**src/rtl/adc_cap_pkg.sv**
```systemverilog
// Shared defaults and limits for the AD9244 capture path.
package adc_cap_pkg;
   localparam int ADC_W_DEF    = 14;
   localparam int AVG_LOG2_DEF = 2;
   localparam int AVG_LOG2_MIN = 0;
   localparam int AVG_LOG2_MAX = 6;
   localparam int FIFO_AW_DEF  = 4;
   localparam int ACC_W        = ADC_W_DEF + AVG_LOG2_DEF;
   localparam int DEPTH        = 1 << FIFO_AW_DEF;
endpackage

```
**src/rtl/sync_fifo_fwft.sv**
```systemverilog
// Show-ahead synchronous FIFO: dout presents the head whenever empty is low.
module sync_fifo_fwft
   import adc_cap_pkg::*;
#(
   parameter int WIDTH = ADC_W_DEF,
   parameter int AW    = FIFO_AW_DEF
) (
   input  logic             clk,
   input  logic             rst,
   input  logic             push,
   input  logic [WIDTH-1:0] din,
   output logic             full,
   input  logic             pop,
   output logic [WIDTH-1:0] dout,
   output logic             empty,
   output logic [AW:0]      level
);
   localparam int          ENTRIES  = 1 << AW;
   localparam logic [AW:0] FULL_LVL = (AW + 1)'(ENTRIES);

   logic [WIDTH-1:0] mem [ENTRIES];
   logic [AW:0]      wr_ptr;
   logic [AW:0]      rd_ptr;
   logic             do_push;
   logic             do_pop;

   // Pointers carry one extra wrap bit so full and empty are distinguishable.
   assign level   = wr_ptr - rd_ptr;
   assign empty   = (level == '0);
   assign full    = (level == FULL_LVL);
   assign do_pop  = pop & ~empty;
   assign do_push = push & (~full | do_pop);
   assign dout    = empty ? '0 : mem[rd_ptr[AW-1:0]];

   always_ff @(posedge clk or posedge rst) begin
      if (rst) begin
         wr_ptr <= '0;
         rd_ptr <= '0;
      end else begin
         if (do_push) wr_ptr <= wr_ptr + (AW + 1)'(1);
         if (do_pop)  rd_ptr <= rd_ptr + (AW + 1)'(1);
      end
   end

   always_ff @(posedge clk) begin
      if (do_push) mem[wr_ptr[AW-1:0]] <= din;
   end
endmodule

```
**src/rtl/adc_w_capture.sv**
```systemverilog
// AD9244 capture: write-strobe edge detect, 2^AVG_LOG2 boxcar average, show-ahead output FIFO.
// Macro ADC_OTR_CLAMP_EN adds out-of-range clamping (adc_otr input, sticky otr_seen output).
module adc_w_capture
   import adc_cap_pkg::*;
#(
   parameter int ADC_W    = ADC_W_DEF,
   parameter int AVG_LOG2 = AVG_LOG2_DEF,
   parameter int FIFO_AW  = FIFO_AW_DEF
) (
   input  logic               clk_80m,
   input  logic               rst,
   input  logic               clk_W_AD9244,
   input  logic               capture_en,
   input  logic [ADC_W-1:0]   adc_data,
`ifdef ADC_OTR_CLAMP_EN
   input  logic               adc_otr,
   output logic               otr_seen,
`endif
   output logic [ADC_W-1:0]   out_data,
   output logic               out_valid,
   input  logic               out_ready,
   output logic [FIFO_AW:0]   fifo_level,
   output logic               overflow,
   input  logic               clear_ovf
);
   localparam int               SUM_W    = ADC_W + AVG_LOG2;
   localparam int               CNT_W    = (AVG_LOG2 > 0) ? AVG_LOG2 : 1;
   localparam logic [CNT_W-1:0] CNT_LAST = CNT_W'((1 << AVG_LOG2) - 1);

   logic               w_d_p0;
   logic               seen_low_p0;
   logic               rise_p0;
   logic [ADC_W-1:0]   sample_p0;
   logic [ADC_W-1:0]   data_p1;
   logic               vld_p1;
   logic [SUM_W-1:0]   acc_p2;
   logic [CNT_W-1:0]   cnt_p2;
   logic [SUM_W-1:0]   sum_p2;
   logic [ADC_W-1:0]   avg_p2;
   logic               push_p2;
   logic               fifo_full;
   logic               fifo_empty;
   logic               pop;
   logic               drop;

   function automatic logic [ADC_W-1:0] avg_trunc(input logic [SUM_W-1:0] sum);
      return ADC_W'(sum >> AVG_LOG2);
   endfunction

`ifdef ADC_OTR_CLAMP_EN
   function automatic logic [ADC_W-1:0] otr_clamp(input logic [ADC_W-1:0] d, input logic otr);
      if (!otr) return d;
      return d[ADC_W-1] ? '1 : '0;
   endfunction

   assign sample_p0 = otr_clamp(adc_data, adc_otr);
`else
   assign sample_p0 = adc_data;
`endif

   // Stage 0 -> 1: a strobe already high at reset release must drop once before it can count.
   assign rise_p0 = clk_W_AD9244 & ~w_d_p0 & seen_low_p0 & capture_en;

   always_ff @(posedge clk_80m or posedge rst) begin
      if (rst) begin
         w_d_p0      <= 1'b0;
         seen_low_p0 <= 1'b0;
         data_p1     <= '0;
         vld_p1      <= 1'b0;
      end else begin
         w_d_p0 <= clk_W_AD9244;
         if (!clk_W_AD9244) seen_low_p0 <= 1'b1;
         if (rise_p0) data_p1 <= sample_p0;
         vld_p1 <= rise_p0;
      end
   end

   // Stage 1 -> 2: accumulate, emit the truncated mean on the last sample of a block.
   assign sum_p2  = acc_p2 + SUM_W'(data_p1);
   assign avg_p2  = avg_trunc(sum_p2);
   assign push_p2 = vld_p1 & capture_en & (cnt_p2 == CNT_LAST);

   always_ff @(posedge clk_80m or posedge rst) begin
      if (rst) begin
         acc_p2 <= '0;
         cnt_p2 <= '0;
      end else if (!capture_en) begin
         acc_p2 <= '0;
         cnt_p2 <= '0;
      end else if (vld_p1) begin
         if (cnt_p2 == CNT_LAST) begin
            acc_p2 <= '0;
            cnt_p2 <= '0;
         end else begin
            acc_p2 <= sum_p2;
            cnt_p2 <= cnt_p2 + CNT_W'(1);
         end
      end
   end

   sync_fifo_fwft #(
      .WIDTH (ADC_W),
      .AW    (FIFO_AW)
   ) u_fifo (
      .clk   (clk_80m),
      .rst   (rst),
      .push  (push_p2),
      .din   (avg_p2),
      .full  (fifo_full),
      .pop   (pop),
      .dout  (out_data),
      .empty (fifo_empty),
      .level (fifo_level)
   );

   assign out_valid = ~fifo_empty;
   assign pop       = out_valid & out_ready;
   assign drop      = push_p2 & fifo_full & ~pop;

   // Sticky flags: a new event in the same cycle as clear_ovf takes priority.
   always_ff @(posedge clk_80m or posedge rst) begin
      if (rst) begin
         overflow <= 1'b0;
      end else if (drop) begin
         overflow <= 1'b1;
      end else if (clear_ovf) begin
         overflow <= 1'b0;
      end
   end

`ifdef ADC_OTR_CLAMP_EN
   always_ff @(posedge clk_80m or posedge rst) begin
      if (rst) begin
         otr_seen <= 1'b0;
      end else if (rise_p0 & adc_otr) begin
         otr_seen <= 1'b1;
      end else if (clear_ovf) begin
         otr_seen <= 1'b0;
      end
   end
`endif
endmodule

```
**config.mk**
```make
export PLATFORM = sky130hd
export DESIGN_NAME = adc_w_capture
export DESIGN_NICKNAME = d
export VERILOG_FILES = /design/src/rtl/adc_cap_pkg.sv /design/src/rtl/sync_fifo_fwft.sv /design/src/rtl/adc_w_capture.sv
export SDC_FILE = /design/constraint.sdc
export NUM_CORES = 1
export LEC_CHECK = 0
export BUFFER_PORTS_ARGS = -buffer_cell sky130_fd_sc_hd__buf_2
export CAP_MARGIN = 40
export CORE_MARGIN = 2
export CORE_UTILIZATION = 56
export DETAILED_ROUTE_END_ITERATION = 10
export MAX_ROUTING_LAYER = met4
export PLACE_DENSITY = 0.85
export SETUP_SLACK_MARGIN = 0.5
export SYNTH_ARGS = -nofsm -noshare
export SYNTH_HDL_FRONTEND = slang
export SYNTH_SLANG_ARGS = --single-unit
```
**constraint.sdc**
```tcl
create_clock -name clk_80m -period 4.1 [get_ports clk_80m]
set_clock_uncertainty 0.2 [all_clocks]
set_input_delay 0.41 -clock clk_80m [delete_from_list [all_inputs] [get_ports clk_80m]]
set_output_delay 0.41 -clock clk_80m [all_outputs]
set_load 0.05 [all_outputs]
```
---- Word level (Yosys, flattened, before mapping) ----
Memories as Yosys holds them, arrays and structs flattened.
Cells that the tools add are included.
operators by class
  $add $sub $neg .......................... 5
  equal/unequal tests ..................... 3
  muxes and demuxes ....................... 11
  bitwise operators ....................... 15
  reduce and logical (&&, ||, !) cells .... 2
operators with widths
  cell                 number
  $mux 16              3
  $add 16x14->16       1
  $mux 14              1
  $add 5x1->5 const B  2
  $and 1x1->1          10
  $mux 2               3
  $eq 5x5->1 const B   1
  $logic_not 5->1      1
  $sub 5x5->5          1
  $mux 1               4
  $not 1->1            4
  $add 2x1->2 const B  1
  $eq 2x2->1 const B   1
  $ne 2x1->1 const B   1
  $reduce_bool 2->1    1
  $or 1x1->1           1
storage, ports and cells
  register bits after elaboration ......... 46
  RAM bits ................................ 224
  bits of input ports ..................... 20
  output and inout bits ................... 21
  logic and storage cells ................. 46
  memories ................................ 1
memories
  name        words  width  rd ports  clocked after Yosys merged registers in  write ports  RTL line              RTL
  u_fifo.mem  16     14     1         0                                        1            sync_fifo_fwft.sv:21  logic [WIDTH-1:0] mem [ENTRIES];

---- Depth between registers and ports, before layout ----
Gate-level depths: netlist of run 1.
  depth in word-level cells ............... 9
  mapped depth ............................ 12
  depth with buffers taken out ............ 11

---- Hierarchy ----
From an unflattened synthesis of run 1, not the netlist that was laid out.
unflattened totals
  cell total of the unflattened synthesis .. 687
  area total of the unflattened synthesis .. 11519.8 µm²
by module, submodules not included
  module          instances  cells each  area an instance (µm²)  sequential area each (µm²)
  sync_fifo_fwft  1          466         9379.0                  6976.7
  adc_w_capture   1          221         2140.8                  900.9

---- Least setup slack after synthesis of run 1 ----
Ideal clock, no wire load.
  path kind ............................... reg2reg
  start point ............................. reg u_fifo.rd_ptr[1]
  end point ............................... mem u_fifo.mem[3][0] (netlist name), enable pin
  setup time .............................. 421 ps
  data arrival time ....................... 4172 ps
  required time ........................... 3479 ps
  path slack .............................. -694 ps
  cell stages (with the launch flop) ...... 10
  buffers on the path ..................... 2
  clock period less this slack ............ 4794 ps
  path through ............................ dfrtp_1 clkbuf_1 inv_1 clkbuf_1 fa_1 xor2_1 nor3_2 o211ai_1 a211oi_4 nor4_1
between the ends
  word-level cells in the longest chain between the ends .. 9
  elaborated cells on any way between the ends .. 11
  those cells by class .................... 1 x add/sub; 1 x eq/ne; 2 x mux; 6 x bitwise; 1 x reduce/logical
ends and longest elaborated chain
  item                            RTL line                                    RTL
  from (decl)                     sync_fifo_fwft.sv:23                        logic [AW:0] rd_ptr;
  from (signal assigned)          sync_fifo_fwft.sv:41                        if (do_pop) rd_ptr <= rd_ptr + (AW + 1)'(1);
  $sub 5x5->5 *                   sync_fifo_fwft.sv:28                        assign level = wr_ptr - rd_ptr;
  named net fifo_level[2]         adc_w_capture.sv:22                         output logic [FIFO_AW:0] fifo_level,
  $logic_not 5->1                 sync_fifo_fwft.sv:29                        assign empty = (level == '0);
  $not 1->1                       sync_fifo_fwft.sv:31, adc_w_capture.sv:116
  $and 1x1->1                     adc_w_capture.sv:117                        assign pop = out_valid & out_ready;
  $and 1x1->1                     sync_fifo_fwft.sv:31                        assign do_pop = pop & ~empty;
  $or 1x1->1 *                    sync_fifo_fwft.sv:32                        assign do_push = push & (~full | do_pop);
  $and 1x1->1 *                   sync_fifo_fwft.sv:32
  $mux 1 *                        sync_fifo_fwft.sv:46                        if (do_push) mem[wr_ptr[AW-1:0]] <= din;
  $mux 1 (not written as such) *  sync_fifo_fwft.sv:46
  to (decl)                       sync_fifo_fwft.sv:21
The timed path passes the listed nets; every way through them passes the cells marked *.

---- Final worst setup path of run 1 ----
  start point ............................. reg u_fifo.wr_ptr[0]
  end point ............................... out out_valid
between the ends
  word-level cells in the longest chain between the ends .. 3
ends and longest elaborated chain
  item                    RTL line              RTL
  from (decl)             sync_fifo_fwft.sv:22  logic [AW:0] wr_ptr;
  from (signal assigned)  sync_fifo_fwft.sv:40  if (do_push) wr_ptr <= wr_ptr + (AW + 1)'(1);
  $sub 5x5->5             sync_fifo_fwft.sv:28
  $logic_not 5->1         sync_fifo_fwft.sv:29
  $not 1->1               adc_w_capture.sv:116  assign out_valid = ~fifo_empty;
  to (decl)               adc_w_capture.sv:20   output logic out_valid,
Every way passes these cells.

==> results.py, run 1 <==
metrics = {
    "global_routing": {
        "grt_pass1_wl_um": 40110,
        "gr-max-usage-layer": "met2",
        "track_usage_pct": 25.90,
        "grt_pass1_vias": 6813,
        "use_met2_pct": 43.75,
        "grt_max_degree": 46,
        "grtUsageMet3_pct": 3.438,
        "antenna_found_initial": 0,
        "overflow": 0,
        "use_met1_pct": 31.97,
    },
    "routing": {
        "ant_nets": 0,
        "remaining_drc_errors": 0,
        "viasPerCell": 6.238,
        "wl_um": 26370,
        "vias": 6600,
        "drtIter0Drc": 589,
        "avgRoutedWirePerCell_um": 24.92,
        "first_pass_iters": 5,
    },
    "min_path": {
        "hp-class": "input port to flip-flop",
        "worstHoldStart": "out_ready",
    },
    "clock_tree": {
        "clk_pin_slew_ns": 0.07,
        "cts_buffer_depth": 3,
        "numCtsBuffers": 27,
        "cts.sink_count": 270,
        "clk_root_buffer_cell": "clkbuf_16",
        "htreeDepth": 1,
        "clock_latency_ns": 0.54,
        "tritoncts": "done",
    },
    "finish": {
        "finalInstanceArea_mm2": 0.01372,
        "multiInputGateArea_mm2": 0.003611,
        "nFillCells": 1204,
        "diodes": 0,
        "nets": 813,
        "seq_area_mm2": 0.007881,
        "final_common_cell": "edfxtp_1",
        "drive_gt1_share_pct": 30.46,
        "final_cell_mix": "edfxtp_1, nand2_1, mux4_2, dfrtp_1",
        "synthToLayoutAreaGrowth_pct": 20.78,
        "final_cells": 1058,
    },
    "run_status": {
        "status": "complete, no violations",
    },
    "timing": {
        "setup_violations": 0,
        "slew_headroom_pct": 36.48,
        "setup_tns_ns": 0,
        "slew_viol_final": 0,
        "max_slew.worst_pin.slew_ns": 0.9460,
        "hold_viol_final": 0,
        "fin_crit_sh_pct": 91.64,
        "min_period_ns": 3.757,
        "fmax_ghz": 0.2661,
        "finalWorstSetupSlack_ns": 0.3426,
        "rsz0062_at_grt": "true",
    },
    "logic_synthesis": {
        "synth_fa_ha_area_share_pct": 2.995,
        "synthMuxAreaShare_pct": 12.65,
        "ys_ff_latch": 270,
        "synth_area_leaders": "edfxtp_1, mux4_2, dfrtp_1",
        "synth_top_area_cell": "edfxtp_1",
        "ys_async_sr_fraction_pct": 17.04,
        "synth_cell_types": 50,
        "yosysWarnings": 0,
        "synth_edf_count": 224,
        "synth_xor_area_share_pct": 2.004,
        "postSynthCellCount": 670,
        "seq_area_frac_synth_pct": 69.33,
        "avgSynthCellArea_um2": 16.96,
        "synth_simple_gate_area_share_pct": 6.761,
        "synth_compound_area_share_pct": 4.691,
        "synth_top_family_by_area": "multiplexers",
        "synth_nets": 716,
        "synth_area_mm2": 0.01136,
        "ys.flop_type": "edfxtp_1",
        "synthDominantCellAreaShare_pct": 59.20,
    },
    "place": {
        "place_ws_ns": 0.3159,
        "place_inst": 976,
        "place_area_mm2": 0.01230,
        "hpwl_um": 16550,
        "gp_congestion": 0.8570,
        "portBuffers": 40,
    },
    "die": {
        "chipWidth_um": 146.4,
        "coreArea_mm2": 0.02010,
        "io_pins": 41,
        "die-area_mm2": 0.02144,
        "fp.dieH_um": 146.4,
        "initial_core_util_pct": 56.52,
        "rows": 52,
    },
    "critical_path": {
        "crit_path_end": "out_valid",
        "worstPathArrival_ns": 3.15,
        "r2r_start": "u_fifo.wr_ptr[0]$_DFFE_PP0P_",
        "path_max_fanout": 8,
        "r2r_setup_slack_ns": 0.64,
        "crit_start": "u_fifo.wr_ptr[0]$_DFFE_PP0P_",
        "r2r_cells": 12,
        "path_class": "flip-flop to output pin",
        "start_kind": "flip-flop",
        "endpoint_kind": "output pin",
        "rr_endpoint": "u_fifo.mem[7][11]$_DFFE_PP_",
        "critPathRequiredTime_ns": 3.49,
    },
    "flow_run": {
        "max_cap_viol_count": 0,
    },
    "pwr": {
        "cellPowerDensity_mw_per_mm2": 688.0,
        "ir_worst_vdd_mv": 0.3650,
        "leakage_nw": 5.199,
    },
}
[report_power, final]
part           total (W)  switching, W  internal, W
Combinational    0.00361       0.00218      0.00143
Sequential       0.00321     0.0000474      0.00316
Clock            0.00262       0.00103      0.00159
[cell families (layout without fill, tap and decap cells)]
| group | count (synthesis) | after routing |
|---|---|---|
| AO/OA/AOI/OAI | 73 | 73 |
| XOR/XNOR | 26 | 26 |
| adder cells (fa/ha/maj) | 26 | 26 |
| buffers and inverters | 42 | 160 |
| flip-flops | 270 | 270 |
| multiplexers | 73 | 73 |
| AND/OR/NAND/NOR | 160 | 160 |
[metal layers]
layer	part of all wire, %	up-vias	wire [µm]
met4	4.6	0	1209
met2	52	313	13690
met5	0	-	0
met1	37	3398	9824
met3	6.2	78	1645
li1	-	2811	-
[state kept, by name, summed over array words and instances, names as in the netlist]
| signal | cells |
|---|---|
| w_d_p0 | 1 |
| vld_p1 | 1 |
| data_p1 | 14 |
| u_fifo.mem | 224 |
| seen_low_p0 | 1 |
| acc_p2 | 16 |
| u_fifo.wr_ptr | 5 |
| cnt_p2 | 2 |
| overflow | 1 |
| u_fifo.rd_ptr | 5 |
[critical path: stages (launching register included)]
cell        delay [ns]
dfrtp_1           0.40
inv_2             0.10
ha_4              0.14
inv_2             0.04
fa_2              0.38
xor2_4            0.18
nor3_2            0.15
or4b_4            0.51
a21oi_4           0.17
buf_6             0.12
buf_12            0.15
clkinvlp_4        0.09
buf_6             0.15
[layout make-up]
cell class | instances | share of cell area (%)
well taps | 270 | 2.462
repair buffers | 97 | 6.446
clock buffers | 28 | 4.951
multi-input cells | 358 | 26.31
flip-flops and latches | 270 | 57.43
inverters | 13 | 0.4012
clock inverters | 22 | 1.997
[cells in the mapped netlist (all sizes together) (2+ instances only)]
cell,count
a211oi,17
a21o,6
a21oi,17
a22o,14
a311oi,2
and2,4
and3,30
buf,13
clkbuf,16
dfrtp,46
edfxtp,224
fa,2
ha,24
inv,13
mux2,2
mux2i,15
mux4,56
nand2,85
nand2b,2
nand3,8
nor2,12
nor2b,7
nor3,3
nor4,2
o21a,2
o21ai,8
or4,2
xnor2,18
xor2,8
[worst min-delay path by stage]
stage	endpoint	slack, ns	cells past startpoint
floorplan	seen_low_p0$_DFFE_PP0N_	0.23	1
global placement	seen_low_p0$_DFFE_PP0N_	0.25	1
detailed placement	overflow$_DFFE_PP0P_	0.19	2
CTS	u_fifo.rd_ptr[0]$_DFFE_PP0P_	0.05	3
global route	u_fifo.rd_ptr[0]$_DFFE_PP0P_	0.06	3
finish	u_fifo.rd_ptr[0]$_DFFE_PP0P_	0.05	3
[metrics by stage]
stage	utilization, %	total power, W	hold slack, ns
after floorplan	-	0.005724	0.2346
after global placement	60.48	0.006402	0.2489
after detailed placement	61.20	0.006569	0.1876
after CTS	67.92	0.009454	0.04970
after global routing	68.26	0.009753	0.05730
final	68.26	0.009441	0.05203
[what timing repair did]
item                       CTS  global route
pin swaps                    4             3
cloned                       1             0
hold buffers                18             0
hold endpoints to repair    65             0
gates resized for setup     43             5
setup buffers                8             1
setup endpoints to repair  203           211
Power figures use the tool's default switching activity.
==> inputs of run 2 (changes only) <==
- BUFFER_PORTS_ARGS: -buffer_cell sky130_fd_sc_hd__buf_2 -> default
- CAP_MARGIN: 40 -> 10
- CORE_UTILIZATION: 56 -> 57
- DONT_BUFFER_PORTS: default -> 1
- PLACE_DENSITY: 0.85 -> 0.84
==> run 2 against run 1 <==
Effect of this change:
- sequential share of layout area grew 0.47 points
- combinational power grew 5.5%
- via count shrank 2.3%
- highest routed layer unchanged
==> results.py, run 2 (synthesized netlist as in run 1, its figures left out) <==
metrics = {
    "run_status": {
        "status": "complete, no violations",
    },
    "global_routing": {
        "grt_max_degree": 60,
        "overflow": 0,
        "grt_pass1_vias": 6858,
        "track_usage_pct": 26.49,
        "antenna_found_initial": 0,
        "grt_pass1_wl_um": 40560,
    },
    "routing": {
        "topRoutingLayerUsed": "met4",
        "wl_um": 26640,
        "wl_met1_um": 9790,
        "ant_nets": 0,
        "remaining_drc_errors": 0,
        "drtIter0Drc": 644,
        "dr_wl_met3_um": 1966,
        "avgRoutedWirePerCell_um": 25.97,
        "vias": 6449,
        "first_pass_iters": 5,
        "wl_met2_um": 14010,
        "viasPerCell": 6.286,
    },
    "pwr": {
        "cellPowerDensity_mw_per_mm2": 702.2,
        "p_total_w": 0.009559,
        "ir_worst_vdd_mv": 0.4229,
        "leakage_nw": 5.080,
    },
    "finish": {
        "nFillCells": 1178,
        "diodes": 0,
        "final_cell_mix": "edfxtp_1, nand2_1, mux4_2, dfrtp_1, buf_4",
        "nets": 786,
        "finalInstanceArea_mm2": 0.01361,
        "seq_area_mm2": 0.007881,
        "drive_gt1_share_pct": 27.99,
        "synthToLayoutAreaGrowth_pct": 19.80,
        "multiInputGateArea_mm2": 0.003628,
        "largest_reg_flops": 224,
        "final_common_cell": "edfxtp_1",
    },
    "place": {
        "hpwl_um": 15980,
        "gp_congestion": 0.8577,
        "portBuffers": 0,
        "place_area_mm2": 0.01221,
    },
    "clock_tree": {
        "numCtsBuffers": 27,
        "clk_root_buffer_cell": "clkbuf_16",
        "htreeDepth": 1,
        "tritoncts": "done",
        "clk_pin_slew_ns": 0.07,
        "cts_buffer_depth": 3,
        "clock_latency_ns": 0.55,
        "cts.sink_count": 270,
    },
    "critical_path": {
        "crit_chain": "ha_4 > inv_2 > fa_2 > nor3_4 > or4b_4 > a21oi_4 > buf_12 > buf_16 > a211oi_4 > buf_12",
        "cpMostUsedCell": "buf_12",
        "rr_endpoint": "u_fifo.rd_ptr[1]$_DFFE_PP0P_",
        "max_stage_delay_ns": 0.51,
        "path_class": "flip-flop to output pin",
        "endpoint_kind": "output pin",
        "cpMaxStageDelayCell": "or4b_4",
        "critPathRequiredTime_ns": 3.49,
        "r2r_setup_slack_ns": 0.60,
        "path_max_fanout": 7,
        "r2r_cells": 12,
        "worstPathArrival_ns": 3.20,
        "r2r_start": "u_fifo.rd_ptr[0]$_DFFE_PP0P_",
        "crit_buf_inv": 4,
        "path_delay_family": "simple AND/OR/NAND/NOR gates",
        "start_kind": "flip-flop",
    },
    "timing": {
        "setup_violations": 0,
        "max_slew.worst_pin.slew_ns": 1.307,
        "min_period_ns": 3.814,
        "slew_headroom_pct": 12.68,
        "holdWs_ns": 0.04028,
        "fmax_ghz": 0.2622,
        "rsz0062_at_grt": "true",
        "hold_viol_final": 0,
        "fin_crit_sh_pct": 93.03,
        "setup_tns_ns": 0,
        "slew_viol_final": 0,
    },
    "min_path": {
        "hp-class": "input port to flip-flop",
        "worstHoldEndpoint": "u_fifo.wr_ptr[2]$_DFFE_PP0P_",
        "worstHoldStart": "out_ready",
        "min_path_cells": 3,
    },
    "flow_run": {
        "max_cap_viol_count": 0,
    },
    "die": {
        "io_pins": 41,
        "fp.dieH_um": 145.2,
        "die-area_mm2": 0.02108,
        "coreArea_mm2": 0.01953,
        "chipWidth_um": 145.2,
        "initial_core_util_pct": 58.19,
        "rows": 51,
    },
}
## run 2: timing repair
item | in CTS | in global routing
pin swaps | 5 | 4
setup buffers | 12 | 2
hold buffers | 19 | 0
gates cloned | 2 | 0
resized for setup | 17 | 13
setup endpoints to repair | 226 | 226
endpoints found under the hold margin | 71 | 0
## run 2: per-layer routing
layer  vias up  track usage, %
li1       2739               -
met1      3313           33.13
met2       333           45.31
met3        64           3.899
met4         0           8.480
met5         -               -
## run 2: per-stage QoR
step                      utilization (%)  worst slack [ns]  cells
after floorplan                         -            0.5243    670
after global routing                69.71            0.2021   1026
after CTS                           69.29            0.2640   1023
final                               69.71            0.2858   1026
after global placement              62.52            0.5119    940
after detailed placement            62.52            0.3528    940
## run 2: worst max path at each step
stage | slack (ns) | startpoint | cells after the start | endpoint
floorplan | 0.52 | u_fifo.rd_ptr[1]$_DFFE_PP0P_ | 10 | u_fifo.mem[12][0]$_DFFE_PP_
global placement | 0.51 | u_fifo.wr_ptr[0]$_DFFE_PP0P_ | 11 | u_fifo.mem[8][10]$_DFFE_PP_
detailed placement | 0.35 | u_fifo.wr_ptr[0]$_DFFE_PP0P_ | 10 | u_fifo.mem[9][10]$_DFFE_PP_
CTS | 0.26 | u_fifo.wr_ptr[0]$_DFFE_PP0P_ | 12 | out_data[11]
global route | 0.20 | u_fifo.rd_ptr[0]$_DFFE_PP0P_ | 10 | out_data[11]
finish | 0.29 | u_fifo.rd_ptr[0]$_DFFE_PP0P_ | 10 | out_data[12]
## run 2: worst register-to-register path: stages (launching register included)
cell and delay (ns):
dfrtp_4 0.50, ha_4 0.17, inv_2 0.05, fa_2 0.47, nor3_4 0.21, or4b_4 0.51
a21oi_4 0.21, buf_12 0.16, buf_16 0.15, buf_4 0.15, buf_4 0.11, nand2b_1 0.15
mux2_2 0.35
## run 2: power by group
group	internal (W)	leakage, nW	switching (W)
registers	0.00317	2.66	0.0000455
logic	0.00157	1.97	0.00223
clock network	0.00149	0.449	0.00105
total	0.00623	5.08	0.00333
## run 2: layout make-up
| cell class | instances | area share (%) |
|---|---|---|
| sequential | 270 | 57.90 |
| multi-input combinational | 358 | 26.66 |
| timing repair buffer | 70 | 5.828 |
| clock buffer | 30 | 5.120 |
| tap | 265 | 2.436 |
| clock inverter | 20 | 1.655 |
| inverter | 13 | 0.4044 |
==> inputs of run 3 (changes only) <==
- PLACE_DENSITY: 0.84 -> 0.75
==> run 3 against run 2 <==
Effect of this change:
- clock power is 7% higher
- utilization is 0.077 points lower
- global-route usage is 1.8 points lower
- power is 0.54% higher
- critical path depth stayed put
- worst setup slack better by 0.073 ns
- via count is 3.2% lower
- final cell count is 0.29% lower
- largest cell class unchanged
==> results.py, run 3 (synthesized netlist as in run 1, its figures left out) <==
metrics = {
    "timing": {
        "fmax_ghz": 0.2673,
        "max_slew.worst_pin.slew_ns": 1.126,
        "setup_tns_ns": 0,
        "finalWorstSetupSlack_ns": 0.3592,
        "min_period_ns": 3.741,
        "slew_viol_final": 0,
        "fin_crit_sh_pct": 91.24,
        "hold_viol_final": 0,
        "slew_headroom_pct": 24.57,
        "rsz0062_at_grt": "true",
        "setup_violations": 0,
    },
    "flow_run": {
        "max_cap_viol_count": 0,
    },
    "critical_path": {
        "cpMaxStageDelayCell": "or4b_4",
        "crit_buf_inv": 4,
        "crit_start": "u_fifo.rd_ptr[0]$_DFFE_PP0P_",
        "path_class": "flip-flop to output pin",
        "worstPathArrival_ns": 3.13,
        "path_delay_family": "simple AND/OR/NAND/NOR gates",
        "cpMostUsedCell": "buf_12",
        "critPathRequiredTime_ns": 3.49,
        "r2r_start": "u_fifo.wr_ptr[0]$_DFFE_PP0P_",
        "endpoint_kind": "output pin",
        "max_stage_delay_ns": 0.51,
        "r2r_setup_slack_ns": 0.70,
        "start_kind": "flip-flop",
        "crit_chain": "ha_4 > inv_2 > fa_2 > nor3_4 > or4b_4 > a21oi_4 > buf_12 > buf_16 > a211oi_4 > buf_12",
        "path_max_fanout": 6,
    },
    "global_routing": {
        "track_usage_pct": 24.68,
        "grt_pass1_vias": 6667,
        "overflow": 0,
        "antenna_found_initial": 0,
        "grt_max_degree": 46,
        "grt_pass1_wl_um": 38490,
    },
    "clock_tree": {
        "clk_root_buffer_cell": "clkbuf_16",
        "cts.sink_count": 270,
        "numCtsBuffers": 28,
        "cts_buffer_depth": 3,
        "clk_pin_slew_ns": 0.06,
        "clock_latency_ns": 0.53,
        "tritoncts": "done",
        "htreeDepth": 1,
    },
    "finish": {
        "synthToLayoutAreaGrowth_pct": 19.67,
        "final_cell_mix": "edfxtp_1, nand2_1, mux4_2, dfrtp_1, buf_4",
        "finalInstanceArea_mm2": 0.01360,
        "final_common_cell": "edfxtp_1",
        "largest_reg_flops": 224,
        "diodes": 0,
        "nets": 782,
        "drive_gt1_share_pct": 27.57,
    },
    "die": {
        "rows": 51,
        "initial_core_util_pct": 58.19,
        "fp.dieH_um": 145.2,
        "io_pins": 41,
        "die-area_mm2": 0.02108,
        "chipWidth_um": 145.2,
        "coreArea_mm2": 0.01953,
    },
    "pwr": {
        "leakage_nw": 5.101,
        "cellPowerDensity_mw_per_mm2": 706.8,
        "ir_worst_vdd_mv": 0.3704,
    },
    "min_path": {
        "worstHoldStart": "capture_en",
        "hp-class": "input port to flip-flop",
    },
    "routing": {
        "wl_met1_um": 9771,
        "ant_nets": 0,
        "remaining_drc_errors": 0,
        "drtIter0Drc": 665,
        "wl_um": 24780,
        "dr_wl_met3_um": 1443,
        "vias": 6241,
        "avgRoutedWirePerCell_um": 24.22,
        "first_pass_iters": 5,
        "topRoutingLayerUsed": "met4",
        "viasPerCell": 6.101,
        "wl_met2_um": 12980,
    },
    "place": {
        "hpwl_um": 15530,
        "place_area_mm2": 0.01224,
        "place_ws_ns": 0.3580,
        "gp_congestion": 0.8567,
        "portBuffers": 0,
    },
    "run_status": {
        "status": "complete, no violations",
    },
}
-- run 3: changes by cell type in the layout (fill, tap and decap cells not counted), moves of 2 or more --
cell	delta
clkinv_4	-4
and3_4	-5
clkbuf_16	+2
and3_2	+5
xnor2_1	-3
xnor2_2	+3
clkbuf_1	+3
clkinv_2	-3
buf_6	-7
clkbuf_8	+3
buf_4	+3
-- run 3: stage by stage --
| step | power [W] | utilization, % | hold slack [ns] | instances |
|---|---|---|---|---|
| 2_1_floorplan | 0.005724 | - | 0.2346 | 670 |
| 4_1_cts | 0.009648 | 69.45 | 0.04766 | 1020 |
| 6_report | 0.009611 | 69.63 | 0.04756 | 1023 |
| 3_3_place_gp | 0.006814 | 62.67 | 0.08813 | 941 |
| 5_1_grt | 0.009951 | 69.63 | 0.06434 | 1023 |
| 3_5_place_dp | 0.006871 | 62.67 | 0.09566 | 941 |
-- run 3: layout make-up --
cell class | instances | area (µm²)
fillers | 1233 | 5929
multi-input cells | 358 | 3620
well taps | 265 | 331.6
flip-flops and latches | 270 | 7881
inverters | 13 | 55.05
repair buffers | 65 | 704.4
clock buffers | 38 | 799.5
clock inverters | 14 | 205.2
-- run 3: path summary, 6_finish.rpt --
check / endpoint / cells past startpoint
worst min register to register: seen_low_p0$_DFFE_PP0N_ / 1
worst max-delay path: out_data[9] / 10
worst min-delay path: acc_p2[15]$_DFFE_PP0P_ / 3
max in group asynchronous: acc_p2[13]$_DFFE_PP0P_ / 3
min in group asynchronous: cnt_p2[0]$_DFFE_PP0P_ / 2
worst max register to register: u_fifo.mem[3][12]$_DFFE_PP_ / 10
-- run 3: per-layer routing --
layer | track usage, % | vias up
met5 | - | -
met4 | 6.520 | 0
met3 | 3.491 | 44
met2 | 42.69 | 243
met1 | 31.18 | 3226
li1 | - | 2728
-- run 3: timing repair --
action	CTS	global route
buffers inserted	7	1
cloned	1	0
endpoints found under the hold margin	39	0
pin swaps	5	4
setup endpoints to repair	99	57
gates resized for setup	13	5
hold buffers	19	0
-- run 3: power by group --
part           leakage [nW]  total, W  internal (W)  switching, W
clock                 0.485   0.00271       0.00168       0.00103
sequential             2.66   0.00321       0.00317     0.0000451
combinational          1.95   0.00369       0.00152       0.00217
-- run 3: worst reg2reg max path, cell delays in order (launching register included) --
cell and delay, ns:
dfrtp_1 0.39, inv_2 0.09, ha_4 0.13, inv_2 0.03, fa_2 0.39, a21o_1 0.18, a21oi_1 0.20, xor2_1 0.33
a211oi_4 0.08, buf_4 0.18, nor4_4 0.81
